### src/rtl/ps2_pkg.sv
// Shared types, command constants and frame builder for the PS/2 host link.
package ps2_pkg;

  typedef enum logic [2:0] {
    IDLE,
    INHIBIT,
    REQ,
    TX,
    ACK,
    WAIT_IDLE,
    FAIL
  } ps2_state_t;

  localparam logic [7:0] CMD_SET_LEDS = 8'hED;
  localparam logic [7:0] CMD_RESET    = 8'hFF;
  localparam logic [7:0] CMD_ECHO     = 8'hEE;
  localparam logic [7:0] RESP_ACK     = 8'hFA;

  localparam int FRAME_W = 10;
  localparam int IDX_W   = 4;

  // Bit 0 goes out first: data LSB first, then odd parity, then stop.
  function automatic logic [FRAME_W-1:0] ps2_frame(input logic [7:0] data);
    return {1'b1, ~^data, data};
  endfunction

endpackage

### src/rtl/ps2_sync_edge.sv
// Two-flop synchronizer for one PS/2 pin plus a falling-edge detector on the
// synchronized level.
module ps2_sync_edge (
  input  logic clk,
  input  logic reset,
  input  logic pin,
  output logic level,
  output logic fall
);

  logic meta;
  logic sync;
  logic prev;

  // Idle bus level is high, so reset to 1 to avoid a phantom edge.
  always_ff @(posedge clk) begin
    if (reset) begin
      meta <= 1'b1;
      sync <= 1'b1;
      prev <= 1'b1;
    end else begin
      meta <= pin;
      sync <= meta;
      prev <= sync;
    end
  end

  assign level = sync;
  assign fall  = prev & ~sync;

endmodule

### src/rtl/ps2_host_tx.sv
// Host-to-device PS/2 transmitter: sends one command byte and checks the ACK.
//
// state     | meaning
// IDLE      | lines released, waiting for start
// INHIBIT   | clock held low; data pulled low on the final cycle (start bit)
// REQ       | clock released, waiting for the first device falling edge
// TX        | one frame bit driven per device falling edge
// ACK       | waiting for the ACK edge, data sampled on it
// WAIT_IDLE | waiting for both lines to return high
// FAIL      | timeout or NACK, error pulse
module ps2_host_tx
  import ps2_pkg::*;
#(
  parameter int INHIBIT_CYCLES = 6000,
  parameter int START_TIMEOUT  = 750000,
  parameter int XFER_TIMEOUT   = 100000,
  parameter int CNT_W          = 20
) (
  input  logic       clk,
  input  logic       reset,
  input  logic       start,
  input  logic [7:0] data_in,
  output logic       busy,
  output logic       done,
  output logic       error,
  input  logic       ps2_clk_in,
  input  logic       ps2_dat_in,
  output logic       ps2_clk_oe,
  output logic       ps2_dat_oe
);

  ps2_state_t         state;
  logic [CNT_W-1:0]   timer;
  logic [IDX_W-1:0]   idx;
  logic [FRAME_W-1:0] frame;

  logic clk_level;
  logic clk_fall;
  logic dat_level;
  logic dat_fall_unused;

  ps2_sync_edge u_clk_sync (
    .clk   (clk),
    .reset (reset),
    .pin   (ps2_clk_in),
    .level (clk_level),
    .fall  (clk_fall)
  );

  ps2_sync_edge u_dat_sync (
    .clk   (clk),
    .reset (reset),
    .pin   (ps2_dat_in),
    .level (dat_level),
    .fall  (dat_fall_unused)
  );

  // timer is a down-counter; reaching zero is the terminal count of the
  // current phase, and it never decrements past zero.
  always_ff @(posedge clk) begin
    if (reset) begin
      state      <= IDLE;
      timer      <= '0;
      idx        <= '0;
      frame      <= '0;
      busy       <= 1'b0;
      done       <= 1'b0;
      error      <= 1'b0;
      ps2_clk_oe <= 1'b0;
      ps2_dat_oe <= 1'b0;
    end else begin
      done  <= 1'b0;
      error <= 1'b0;
      case (state)
        IDLE: begin
          if (start) begin
            frame      <= ps2_frame(data_in);
            busy       <= 1'b1;
            ps2_clk_oe <= 1'b1;
            timer      <= CNT_W'(INHIBIT_CYCLES - 1);
            idx        <= '0;
            state      <= INHIBIT;
          end
        end
        INHIBIT: begin
          if (timer == '0) begin
            ps2_clk_oe <= 1'b0;
            timer      <= CNT_W'(START_TIMEOUT - 1);
            state      <= REQ;
          end else begin
            if (timer == CNT_W'(1)) ps2_dat_oe <= 1'b1;
            timer <= timer - CNT_W'(1);
          end
        end
        REQ: begin
          if (timer == '0) begin
            ps2_dat_oe <= 1'b0;
            state      <= FAIL;
          end else if (clk_fall) begin
            ps2_dat_oe <= ~frame[0];
            idx        <= IDX_W'(1);
            timer      <= CNT_W'(XFER_TIMEOUT - 1);
            state      <= TX;
          end else begin
            timer <= timer - CNT_W'(1);
          end
        end
        TX: begin
          if (timer == '0) begin
            ps2_dat_oe <= 1'b0;
            state      <= FAIL;
          end else begin
            timer <= timer - CNT_W'(1);
            if (clk_fall) begin
              ps2_dat_oe <= ~frame[idx];
              idx        <= idx + IDX_W'(1);
              if (idx == IDX_W'(FRAME_W - 1)) state <= ACK;
            end
          end
        end
        ACK: begin
          if (timer == '0) begin
            ps2_dat_oe <= 1'b0;
            state      <= FAIL;
          end else begin
            timer <= timer - CNT_W'(1);
            if (clk_fall) state <= dat_level ? FAIL : WAIT_IDLE;
          end
        end
        WAIT_IDLE: begin
          ps2_clk_oe <= 1'b0;
          ps2_dat_oe <= 1'b0;
          if (clk_level && dat_level) begin
            done  <= 1'b1;
            busy  <= 1'b0;
            state <= IDLE;
          end
        end
        FAIL: begin
          ps2_clk_oe <= 1'b0;
          ps2_dat_oe <= 1'b0;
          error      <= 1'b1;
          busy       <= 1'b0;
          state      <= IDLE;
        end
        default: state <= IDLE;
      endcase
    end
  end

endmodule

### config.mk
export PLATFORM = sky130hd
export DESIGN_NAME = ps2_host_tx
export DESIGN_NICKNAME = d
export VERILOG_FILES = /design/src/rtl/ps2_pkg.sv /design/src/rtl/ps2_sync_edge.sv /design/src/rtl/ps2_host_tx.sv
export SDC_FILE = /design/constraint.sdc
export NUM_CORES = 1
export LEC_CHECK = 0
export CORE_MARGIN = 2
export CORE_UTILIZATION = 59
export CTS_CLUSTER_DIAMETER = 120
export CTS_CLUSTER_SIZE = 25
export DETAILED_ROUTE_END_ITERATION = 6
export PLACE_DENSITY = 0.8
export SYNTH_ARGS = -nofsm -noshare
export SYNTH_HDL_FRONTEND = slang
export SYNTH_SLANG_ARGS = --single-unit
### constraint.sdc
create_clock -name clk -period 3.2 [get_ports clk]
set_input_delay 0.48 -clock clk [delete_from_list [all_inputs] [get_ports clk]]
set_output_delay 0.48 -clock clk [all_outputs]
set_load 0.02 [all_outputs]
Word level (Yosys, flattened, before mapping)
Index checks and enable logic that the tools add are counted.

Input port bits: 13. Word-level logic and storage cells: 104. Flip-flop bits (word level): 47.

Multiplexer cells: 40. Equality and inequality tests: 23. Reduce and logical (&&, ||, !) cells: 19. Bitwise logic cells: 5. $lt $le $gt $ge: 1. Add/subtract/negate cells: 2.

Operators by type and width (number): 20-bit 2-to-1 mux (5); 20-bit one-hot mux with 4 select lines (1); 3-bit 2-to-1 mux (10); 2-bit != test, second input constant (11); 20-bit by 1-bit equality test with 1-bit output, second input constant (1); 20-bit zero test (1); 4-bit 2-to-1 mux (5); 20-bit by 1-bit subtractor with 20-bit output, second input constant (1); 3-bit one-hot mux with 6 select lines (1); 1-bit 2-to-1 mux (12); 3-bit != test, second input constant (4); 4-bit one-hot mux with 3 select lines (1); 6-bit AND reduction (2); 3-bit equality test, second input constant (3); 3-bit nonzero test (3); 8-bit XNOR reduction (1); 7-bit AND reduction (1); 3-bit by 2-bit equality test with 1-bit output, second input constant (2); 1-bit one-hot mux with 3 select lines (2); 3-bit AND reduction (2); 2-bit OR reduction (3); 4-bit by 5-bit less-than comparator with 1-bit output, second input constant (1); 1-bit one-hot mux with 5 select lines (1); 5-bit nonzero test (1); other kinds (12) (15).

Logic depth before layout (Yosys ltp)
Word-level depth: 6. Depth in mapped cells: 12. Gate-level depth less buffers: 8.

Hierarchy
From an unflattened synthesis, not the netlist that was laid out.

Cell total of the unflattened synthesis: 341. Area, all modules: 2732.6 um2.

By module, submodules not included: ps2_host_tx (cells an instance 327, times used 1, area an instance 2562.5 um2, seq. area each 840.8 um2); ps2_sync_edge (cells an instance 7, times used 2, area an instance 85.1 um2, seq. area each 60.1 um2).

Least setup slack after synthesis
OpenSTA, ideal clock, no wires.

Path kind: register -> register. Start point: register timer[0]. End point: register timer[9]. Path buffers: 3. Path slack: 410 ps. Library setup time: 79 ps. Stages on the path, launching flop included: 12. Period minus slack after synthesis: 2790 ps. Arrival: 2710 ps. Cells stage by stage: dfxtp_1 > inv_1 > ha_1 > or4b_1 > clkbuf_1 > or4_4 > buf_6 > or2_1 > buf_6 > and2_4 > a211o_1 > a211oi_2.

Word-level cells in the longest chain between the ends: 4. Elaborated cells between the ends (all ways): 10.

RTL lines: start, declared (RTL line ps2_host_tx.sv:33) `logic [CNT_W-1:0] timer;`; start signal, assigned (RTL line ps2_host_tx.sv:80) `timer <= CNT_W'(INHIBIT_CYCLES - 1);`; start signal, assigned (RTL line ps2_host_tx.sv:88) `timer <= CNT_W'(START_TIMEOUT - 1);`; start signal, assigned (RTL line ps2_host_tx.sv:92) `timer <= timer - CNT_W'(1);`; 20-bit by 1-bit subtractor with 20-bit output; 20-bit 2-to-1 mux (RTL line ps2_host_tx.sv:99) `end else if (clk_fall) begin`; 20-bit 2-to-1 mux (RTL line ps2_host_tx.sv:96) `if (timer == '0) begin`; 20-bit one-hot mux with 4 select lines (RTL line ps2_host_tx.sv:74) `case (state)`.

Several ways; a longest one is shown, not always the timed one. The select of a mux whose other input is x is not followed. A chain may end at the register's enable or synchronous reset.

Final worst setup path
Same ends and word-level chain as after synthesis.

==> flow_summary.ini <==
[global_routing]
grt_usage = 0.270
grt_pass1_wl_um = 11300
antenna_found_initial = 0
grt.overflow.total = 0
grt_pass1_vias = 2322
grt_max_degree = 40

[final_layout]
finalInstanceArea_mm2 = 0.00307
final_common_cell = dfxtp_1
antenna_cells = 0
drive_gt1_frac = 0.0914
final_cells = 426
syn_to_final_growth_pct = 9.96
final_cell_mix = 47 x dfxtp_1, 45 x nand2_1, 36 x a21oi_1
nNetsFinal = 388

[sta]
max_freq_mhz = 329
maxSlewViolCount = 0
rsz0062_at_grt = false
tns_ps = 0
hold_violations = 0
max-slew-margin-rel = 0.440
worst_pin_slew_ps = 839
fin_skew_ps = 5.36
period_share = 0.949
setup_viol = 0
finalCriticalPeriod_ps = 3040

[power]
switchingPower_mw = 1.24
switching_share = 0.465
combPwrFrac = 0.516
max-vdd-ir-drop_mv = 0.380
cellPowerDensity_mw_per_mm2 = 872
clkPwrFrac = 0.144
p_int_mw = 1.43
p_leak_nw = 1.10
p_seq_frac = 0.340

[worst_setup_path]
reg2reg_setup_slack_ps = 160
required_ps = 3420
r2r_start = timer[0]
crit_path_end_kind = flip-flop
critical_path_class = flip-flop to flip-flop
r2r_cells = 8
start_kind = flip-flop
reg2reg_to = timer[9]
critPathMaxFanout = 12
arrival_ps = 3260

[clock_network]
htreeDepth = 2
ctsHoldBuffers = 0
clock-sinks = 47
clock_latency_ps = 310
cts_tree = built
ctsResizeCount = 0
clkSlewWorstSetupHoldPaths_ps = 100
post_cts_buffers = 0
clock_path_buffers = 2
cts_buffers = 5
clock-root-buffer = clkbuf_8

[logic_synthesis]
ys_seq_area_frac = 0.337
syn_avg_cell_area_um2 = 7.66
syn_area_mm2 = 0.00279
synth-seq-cells = 47
synth_top_flop_cell = dfxtp_1
synth.distinct_cells = 59
synth_enable_flop_cells = 0
synth_nets = 381
synthArstFlopShare = 0
synthCells = 364
ys.warnings.count = 0

[drt]
drc = 0
ant_nets = 0
vias = 2703
drtIter0Drc = 295
wl_per_cell_um = 16.2
vias_per_cell = 6.35
drt-pass1-iter-count = 5
routed_wl_um = 6890

[floorplan]
rows = 25
dieHeight_um = 72.8
start_util = 0.602
core_mm2 = 0.00463
die_area_mm2 = 0.00529
die_x_um = 72.8
ios = 18

[placed_design]
portBuffers = 17
dpl_cell_area_mm2 = 0.00297
gp_congestion = 0.933
dp_cells = 418
dp_hpwl_um = 4780

[worst_hold_path]
min_to = u_clk_sync.level
hold_start = u_clk_sync.meta
whs_path_depth = 1
hp-class = flip-flop to flip-flop

[flow_run]
drv_cap = 0

[status]
status = complete, no violations
state kept, by name (all words and copies together), names as in the netlist:
register,cells
busy,1
done,1
error,1
frame,10
idx,4
ps2_clk_oe,1
ps2_dat_oe,1
state,3
timer,20
u_clk_sync.level,1
u_clk_sync.meta,1
u_clk_sync.prev,1
u_dat_sync.level,1
u_dat_sync.meta,1
synthesized netlist by cell type, types with 9 or more instances:
cell type / count / area [um^2]
a21oi_1: 36 / 180
inv_1: 12 / 45.0
nand3_1: 9 / 45.0
clkbuf_1: 18 / 67.6
nor2_1: 30 / 113
o21ai_0: 18 / 90.1
xnor2_1: 11 / 96.3
nand2_1: 45 / 169
nor3_1: 17 / 85.1
dfxtp_1: 47 / 941
through the flow:
step / hold WS [ps] / total power, mW / worst slack, ps / utilization
floorplan: 389 / 1.94 / 410 / -
global placement: 392 / 2.23 / 305 / 0.642
detailed placement: 397 / 2.26 / 231 / 0.642
CTS: 422 / 2.65 / 204 / 0.662
global route: 431 / 2.87 / 70.6 / 0.662
finish: 420 / 2.67 / 165 / 0.662
critical path: stages (launching register included):
cell and delay [ps]:
dfxtp_1 390, inv_1 80, ha_1 210, or4b_1 510, or4_4 570, or2_1 460
and2_4 260, a211o_1 270, a211oi_2 210
power groups by stage:
stage	registers, mW	clock network (mW)	logic, mW
CTS	0.903	0.386	1.36
floorplan	0.843	0	1.09
global placement	0.908	0	1.32
global route	0.930	0.411	1.53
finish	0.908	0.385	1.38
detailed placement	0.915	0	1.35
cell type report:
class | count | area (um^2)
tap | 54 | 67.6
inverter | 12 | 45.0
clock buffer | 5 | 68.8
timing repair buffer | 27 | 245
fill | 408 | 1560
clock inverter | 3 | 23.8
sequential | 47 | 941
multi-input combinational | 278 | 1680
worst max path at each step:
| stage | cells after the start | endpoint | startpoint | slack [ps] |
|---|---|---|---|---|
| floorplan | 11 | timer[9] | timer[0] | 410 |
| global placement | 8 | timer[14] | timer[0] | 300 |
| detailed placement | 8 | timer[9] | timer[0] | 230 |
| CTS | 8 | timer[9] | timer[0] | 200 |
| global route | 8 | timer[9] | timer[1] | 70 |
| finish | 8 | timer[9] | timer[0] | 160 |
cells by family (layout without fill, tap and decap cells):
kind of cell,count (synthesis),count (layout),share of synthesized area
AND/OR/NAND/NOR,150,150,0.270
AO/OA/AOI/OAI,109,109,0.260
flip-flops,47,47,0.337
buffers and inverters,39,47,0.0619
XOR/XNOR,12,12,0.0377
adder cells (fa/ha/maj),4,4,0.0179
multiplexers,3,3,0.0157
routing by layer:
layer | vias up | track usage | part of all wire
met4 | 0 | 0.0905 | 0.021
li1 | 1324 | - | -
met2 | 102 | 0.416 | 0.45
met1 | 1260 | 0.386 | 0.47
met3 | 17 | 0.0428 | 0.060
met5 | - | 0 | 0
Note: power is estimated with default switching activity, not from simulation.
